[config.mk]
export PLATFORM = sky130hd
export DESIGN_NAME = alien_formation_mover
export DESIGN_NICKNAME = d
export VERILOG_FILES = /design/src/rtl/alien_formation_mover_pkg.sv /design/src/rtl/alien_formation_mover_grid_extents.sv /design/src/rtl/alien_formation_mover.sv
export SDC_FILE = /design/constraint.sdc
export NUM_CORES = 1
export LEC_CHECK = 0
export ABC_AREA = 1
export BUFFER_PORTS_ARGS = -buffer_cell sky130_fd_sc_hd__buf_2
export CAP_MARGIN = 20
export CORE_ASPECT_RATIO = 0.7
export CORE_UTILIZATION = 50
export DETAILED_ROUTE_END_ITERATION = 10
export PLACE_DENSITY = 0.7
export SLEW_MARGIN = 30
export SYNTH_ARGS = -nofsm -noshare
export SYNTH_HDL_FRONTEND = slang
export SYNTH_SLANG_ARGS = --single-unit
[constraint.sdc]
create_clock -name Clk -period 30.7 [get_ports Clk]
set_input_delay 3.07 -clock Clk [delete_from_list [all_inputs] [get_ports Clk]]
set_output_delay 3.07 -clock Clk [all_outputs]
set_load 0.05 [all_outputs]
[src/rtl/alien_formation_mover_pkg.sv]
// Shared playfield/grid geometry and state encoding for the alien formation stages.
package alien_formation_mover_pkg;

  localparam int unsigned NUM_ROWS   = 5;
  localparam int unsigned NUM_COLS   = 10;
  localparam int unsigned NUM_ALIENS = NUM_ROWS * NUM_COLS;

  localparam int unsigned ALIEN_W  = 30;
  localparam int unsigned ALIEN_H  = 20;
  localparam int unsigned PITCH_X  = 40;
  localparam int unsigned PITCH_Y  = 30;
  localparam int unsigned SCREEN_W = 640;
  localparam int unsigned SCREEN_H = 480;

  localparam int unsigned ROW_W     = 9;
  localparam int unsigned COL_W     = 10;
  localparam int unsigned EXT_W     = 11;
  localparam int unsigned CNT_W     = 32;
  localparam int unsigned COL_IDX_W = 4;
  localparam int unsigned ROW_IDX_W = 3;
  localparam int unsigned ALIVE_W   = 6;

  typedef enum logic [1:0] {
    ST_IDLE  = 2'd0,
    ST_MARCH = 2'd1,
    ST_DONE  = 2'd2
  } state_e;

  typedef struct packed {
    logic [COL_IDX_W-1:0] lmost;
    logic [COL_IDX_W-1:0] rmost;
    logic [ROW_IDX_W-1:0] bmost;
    logic [ALIVE_W-1:0]   alive;
    logic                 empty;
  } extents_t;

endpackage

[src/rtl/alien_formation_mover_grid_extents.sv]
// Occupied extents and live count of the alien grid; purely combinational.
module alien_formation_mover_grid_extents
  import alien_formation_mover_pkg::*;
(
  input  logic [NUM_ALIENS-1:0] grid,
  output extents_t              extents_c
);

  logic [NUM_COLS-1:0] colmask;
  logic [NUM_ROWS-1:0] rowmask;

  // Collapse the grid onto its column and row axes.
  always_comb begin
    colmask = '0;
    rowmask = '0;
    for (int r = 0; r < NUM_ROWS; r++) begin
      colmask    = colmask | grid[r*NUM_COLS +: NUM_COLS];
      rowmask[r] = |grid[r*NUM_COLS +: NUM_COLS];
    end
  end

  // Scan directions pick the lowest (left) and highest (right/bottom) set index.
  always_comb begin
    extents_c = '0;
    for (int c = 0; c < NUM_COLS; c++) begin
      if (colmask[NUM_COLS-1-c]) extents_c.lmost = COL_IDX_W'(NUM_COLS-1-c);
      if (colmask[c])            extents_c.rmost = COL_IDX_W'(c);
    end
    for (int r = 0; r < NUM_ROWS; r++) begin
      if (rowmask[r]) extents_c.bmost = ROW_IDX_W'(r);
    end
    for (int i = 0; i < NUM_ALIENS; i++) begin
      extents_c.alive = extents_c.alive + ALIVE_W'(grid[i]);
    end
    extents_c.empty = ~|grid;
  end

endmodule

[src/rtl/alien_formation_mover.sv]
// Marches the alien formation anchor across the playfield: side steps, edge drops,
// speed-up as aliens die, and sticky invaded/cleared end conditions.
module alien_formation_mover
  import alien_formation_mover_pkg::*;
#(
  parameter int unsigned START_ROW        = 40,
  parameter int unsigned START_COL        = 20,
  parameter int unsigned STEP_X           = 10,
  parameter int unsigned STEP_Y           = 10,
  parameter int unsigned PERIOD_MIN       = 50000,
  parameter int unsigned PERIOD_PER_ALIEN = 20000
) (
  input  logic                  Clk,
  input  logic                  Reset,
  input  logic                  Start,
  input  logic [NUM_ALIENS-1:0] Aliens_Grid,
  input  logic [ROW_W-1:0]      Player_Row,
  output logic [ROW_W-1:0]      Aliens_Row,
  output logic [COL_W-1:0]      Aliens_Col,
  output logic                  Moving_Right,
  output logic                  Step_Pulse,
  output logic                  Invaded,
  output logic                  Cleared
);

  state_e           state;
  logic [CNT_W-1:0] count;

  extents_t         extents_c;
  logic [EXT_W-1:0] right_edge_c;
  logic [EXT_W-1:0] left_edge_c;
  logic [EXT_W-1:0] bottom_c;
  logic [EXT_W-1:0] drop_sum_c;
  logic [ROW_W-1:0] row_drop_c;
  logic             hit_right_c;
  logic             hit_left_c;
  logic [CNT_W-1:0] period_c;

  alien_formation_mover_grid_extents u_extents (
    .grid      (Aliens_Grid),
    .extents_c (extents_c)
  );

  // Pixel extents in 11 bits so edge sums never wrap; period shrinks with each kill.
  always_comb begin
    right_edge_c = EXT_W'(Aliens_Col) + EXT_W'(extents_c.rmost) * EXT_W'(PITCH_X) + EXT_W'(ALIEN_W);
    left_edge_c  = EXT_W'(Aliens_Col) + EXT_W'(extents_c.lmost) * EXT_W'(PITCH_X);
    bottom_c     = EXT_W'(Aliens_Row) + EXT_W'(extents_c.bmost) * EXT_W'(PITCH_Y) + EXT_W'(ALIEN_H);
    hit_right_c  = (right_edge_c + EXT_W'(STEP_X)) > EXT_W'(SCREEN_W);
    hit_left_c   = left_edge_c < EXT_W'(STEP_X);
    drop_sum_c   = EXT_W'(Aliens_Row) + EXT_W'(STEP_Y);
    row_drop_c   = (drop_sum_c > EXT_W'(SCREEN_H - 1)) ? ROW_W'(SCREEN_H - 1) : ROW_W'(drop_sum_c);
    period_c     = CNT_W'(PERIOD_MIN) + CNT_W'(extents_c.alive) * CNT_W'(PERIOD_PER_ALIEN);
  end

  always_ff @(posedge Clk) begin
    if (Reset) begin
      state        <= ST_IDLE;
      count        <= '0;
      Aliens_Row   <= ROW_W'(START_ROW);
      Aliens_Col   <= COL_W'(START_COL);
      Moving_Right <= 1'b1;
      Step_Pulse   <= 1'b0;
      Invaded      <= 1'b0;
      Cleared      <= 1'b0;
    end else begin
      Step_Pulse <= 1'b0;
      case (state)
        ST_IDLE: begin
          if (Start) state <= ST_MARCH;
        end
        ST_MARCH: begin
          // End conditions outrank a step landing on the same cycle.
          if (extents_c.empty) begin
            Cleared <= 1'b1;
            state   <= ST_DONE;
          end else if (bottom_c >= EXT_W'(Player_Row)) begin
            Invaded <= 1'b1;
            state   <= ST_DONE;
          end else if (count >= period_c) begin
            count      <= '0;
            Step_Pulse <= 1'b1;
            if (Moving_Right) begin
              if (hit_right_c) begin
                Aliens_Row   <= row_drop_c;
                Moving_Right <= 1'b0;
              end else begin
                Aliens_Col <= Aliens_Col + COL_W'(STEP_X);
              end
            end else begin
              if (hit_left_c) begin
                Aliens_Row   <= row_drop_c;
                Moving_Right <= 1'b1;
              end else begin
                Aliens_Col <= Aliens_Col - COL_W'(STEP_X);
              end
            end
          end else begin
            count <= count + CNT_W'(1);
          end
        end
        ST_DONE: begin
          state <= ST_DONE;
        end
        default: begin
          state <= ST_IDLE;
        end
      endcase
    end
  end

endmodule

==> implementation parameters <==
Parameter                              Value

Status
  Outcome    finished, violations left
  Violations in the final reports    design-rule violations

GRT
  Overflow left after global routing    0
  Maximum number of pins on one net before global-route repair    37
  Global routing usage summed across all routing layers    around a quarter
  Number of global-route vias before repair    roughly 7000
  Antenna violations before repair    0
  First-pass GRT wire length    33500 um

Synthesis
  Share of the yosys chip area belonging to registers    between 10% and 20%
  Ranking of synthesized cells by instance count    inv_1 (234), nand2_1 (234), nor2_1 (126), ha_1 (118), nand3_1 (69)
  Cell area after technology mapping    about 8000 um2
  Average instance area after synthesis    approximately 6.9 um2
  Synth async-reset ratio    0%
  Dominant synthesized flop cell    dfxtp_1
  Number of instances in the synthesized netlist    between 1000 and 1500
  Top-area cell type share of the netlist area    between 10% and 20%
  Netlist cell types    45
  Top post-synthesis cells by area    ha_1 (18%), dfxtp_1 (14%), fa_1 (14%)
  Number of flops mapped to enable cells by yosys    0
  Synth Warn #    0
  Post-synthesis cell type with the largest combined area    ha_1
  Count of state elements after synthesis    56

STA
  Slew HR    around half
  Number of max-slew violations in the final report    0
  Final setup vio count    0
  Setup skew after layout    slightly below 0.009 ns
  RSZ-0062 raised after global routing    false
  Hold Vio Cnt, Final    0
  Ratio of final minimum period to clock period    41.8%
  Setup total negative slack    0 ns
  Maximum achievable frequency    around 0.08 GHz
  Slew @ Worst Pin    approximately 0.72 ns
  Min Clock Period, post-route    about 13 ns

Worst setup path
  CP dominant cell by count    fa_1
  Endpoint kind of the worst setup timing path    flop
  Crit path launch type    input pin
  Highest net fanout along the worst path    11
  Signal arrival time at the worst endpoint    between 10 and 15 ns
  Cell with the largest stage delay on the worst path    fa_1
  Critical path class    in -> reg
  Buffers plus inverters on the worst setup path    7
  Delay of the slowest critical-path stage    between 0.5 and 0.6 ns
  Required time of the critical path    roughly 31 ns
  Largest delay contributor family on the critical path    adder cells

Place
  Port bufs    83
  Detailed placement HPWL    between 15000 and 20000 um
  Routability-driven placement congestion ratio    between 0.9 and 1

Clock tree
  CTS buffer count    5
  Worst skew pair latency    approximately 0.3 ns
  Sink count of the clock tree    between 50 and 60
  CTS Hold Buffers Added    0
  Clock tree from TritonCTS    done
  Count of cells resized by post-cts repair    0
  Buffers inserted by post-CTS timing repair    0
  CTS clock-pin slew for the worst setup and hold paths    0.07 ns
  Number of H-tree levels    2
  Number of buffers between clock root and the deepest sink    2
  Root buffer selected by CTS    clkbuf_16

Floorplan
  Number of placed I/O pins    85
  Overall die width    roughly 150 um
  Placeable core area    ~16000 um2
  Height of the chip    108 um
  Initial standard-cell utilization of the core    about half
  Number of rows in the core area    38
  Die Footprint    roughly 17000 um2

Cells and area
  Layout cells sized above 1    between 10 and 15%
  Layout-stage area growth over the synthesis result    8.97%
  Count of nets after finishing    1464
  Inserted Diodes    0

Route
  Drt via density    5.10
  Wire per inst    between 10 and 15 um
  Number of DRC markers in iteration 0    between 400 and 500
  Total via count after detailed routing    7287
  Number of DRC violations after detailed routing    1
  Number of nets with antenna violations after detailed routing    0
  Router iterations before antenna repair    8
  Drt total wl    19200 um

Min path
  Type of the most critical hold path    reg -> reg

Run
  Maximum Capacitance Violations    0
flip-flops by register name (all words and copies together), names as in the netlist:
register and cells:
state 2, Aliens_Row 9, Step_Pulse 1, Moving_Right 1
Invaded 1, Cleared 1, Aliens_Col 9, count 32
layer usage:
metal  GRT usage (%)  share of wire [%]  vias to the layer above
li1                -                  -                     3773
met1            37.6                 52                     3300
met2            39.5                 41                      203
met3            2.21                6.1                       11
met4            3.25               0.65                        0
met5               0                  0                        -
kinds of logic (layout without fill, tap and decap cells):
family	after synthesis	in the layout	synth area share, %
XOR/XNOR	46	46	5.22
buffers and inverters	254	330	12.5
other	2	3	0.0938
adder cells (fa/ha/maj)	173	173	32.2
AND/OR/NAND/NOR	519	519	28.9
flip-flops	56	56	14.0
AO/OA/AOI/OAI	103	103	7.09
final timing paths:
| kind | startpoint | to | slack, ns | depth (start not counted) |
|---|---|---|---|---|
| min | count[26] | count[26] | 0.44 | 2 |
| max reg2reg | Aliens_Row[2] | Aliens_Row[4] | 26.56 | 18 |
| min reg2reg | count[26] | count[26] | 0.44 | 2 |
| max | Aliens_Grid[0] | Aliens_Row[4] | 17.87 | 41 |
layout by cell type (no fill, tap or decap), types with 2 or more instances in the layout:
cell type   netlist  routed
inv_1           234     234
nand2_1         234     234
nor2_1          126     126
ha_1            118     118
buf_2             3      83
nand3_1          69      69
a21oi_1          63      63
dfxtp_1          56      56
fa_1             55      55
xor2_1           26      26
nand4_1          24      24
nor3_1           23      23
o21ai_0          18      18
xnor2_1          18      18
a21o_1            7       7
or2_2             7       7
nand3b_1          6       6
nor4_1            5       5
inv_2             5       5
clkbuf_16         0       5
nor2_2            4       4
nor2_4            4       4
a31oi_1           3       3
nor3b_1           3       3
o21bai_1          3       3
conb_1            2       3
o2111ai_1         2       2
o211ai_1          2       2
nor4_2            2       2
and2_1            2       2
nor3b_2           2       2
nand2_2           2       2
nand3_2           2       2
o21ai_1           2       2
nand3_4           2       2
clkinvlp_4        0       2
tightest hold or removal path: stages (launching register included):
cell and delay (ns):
dfxtp_1 0.30, inv_1 0.06, nor3_1 0.05
stage by stage:
| stage | util, % | cell area, um2 | std cells | worst slack [ns] | hold WS, ns |
|---|---|---|---|---|---|
| finish | 56.0 | 8730 | 1430 | 17.87 | 0.445 |
| global route | 56.0 | 8730 | 1430 | 17.15 | 0.469 |
| CTS | 56.0 | 8730 | 1430 | 17.88 | 0.446 |
| detailed placement | 55.0 | 8580 | 1422 | 17.62 | 0.429 |
| global placement | 55.0 | 8580 | 1422 | 17.80 | 0.426 |
| floorplan | - | 8010 | 1154 | 18.52 | 0.412 |
final cells by class:
| class | instances | area [um2] |
|---|---|---|
| Fill cell | 1561 | 6870 |
| Tap cell | 200 | 250 |
| Multi-Input combinational cell | 844 | 5890 |
| Clock inverter | 3 | 26.3 |
| Timing Repair Buffer | 83 | 415 |
| Inverter | 239 | 897 |
| Clock buffer | 5 | 125 |
| Sequential cell | 56 | 1120 |
Power is left out: the tool's default activity adds up to more than one toggle a clock period on the data nets, which glitch-free logic cannot reach.
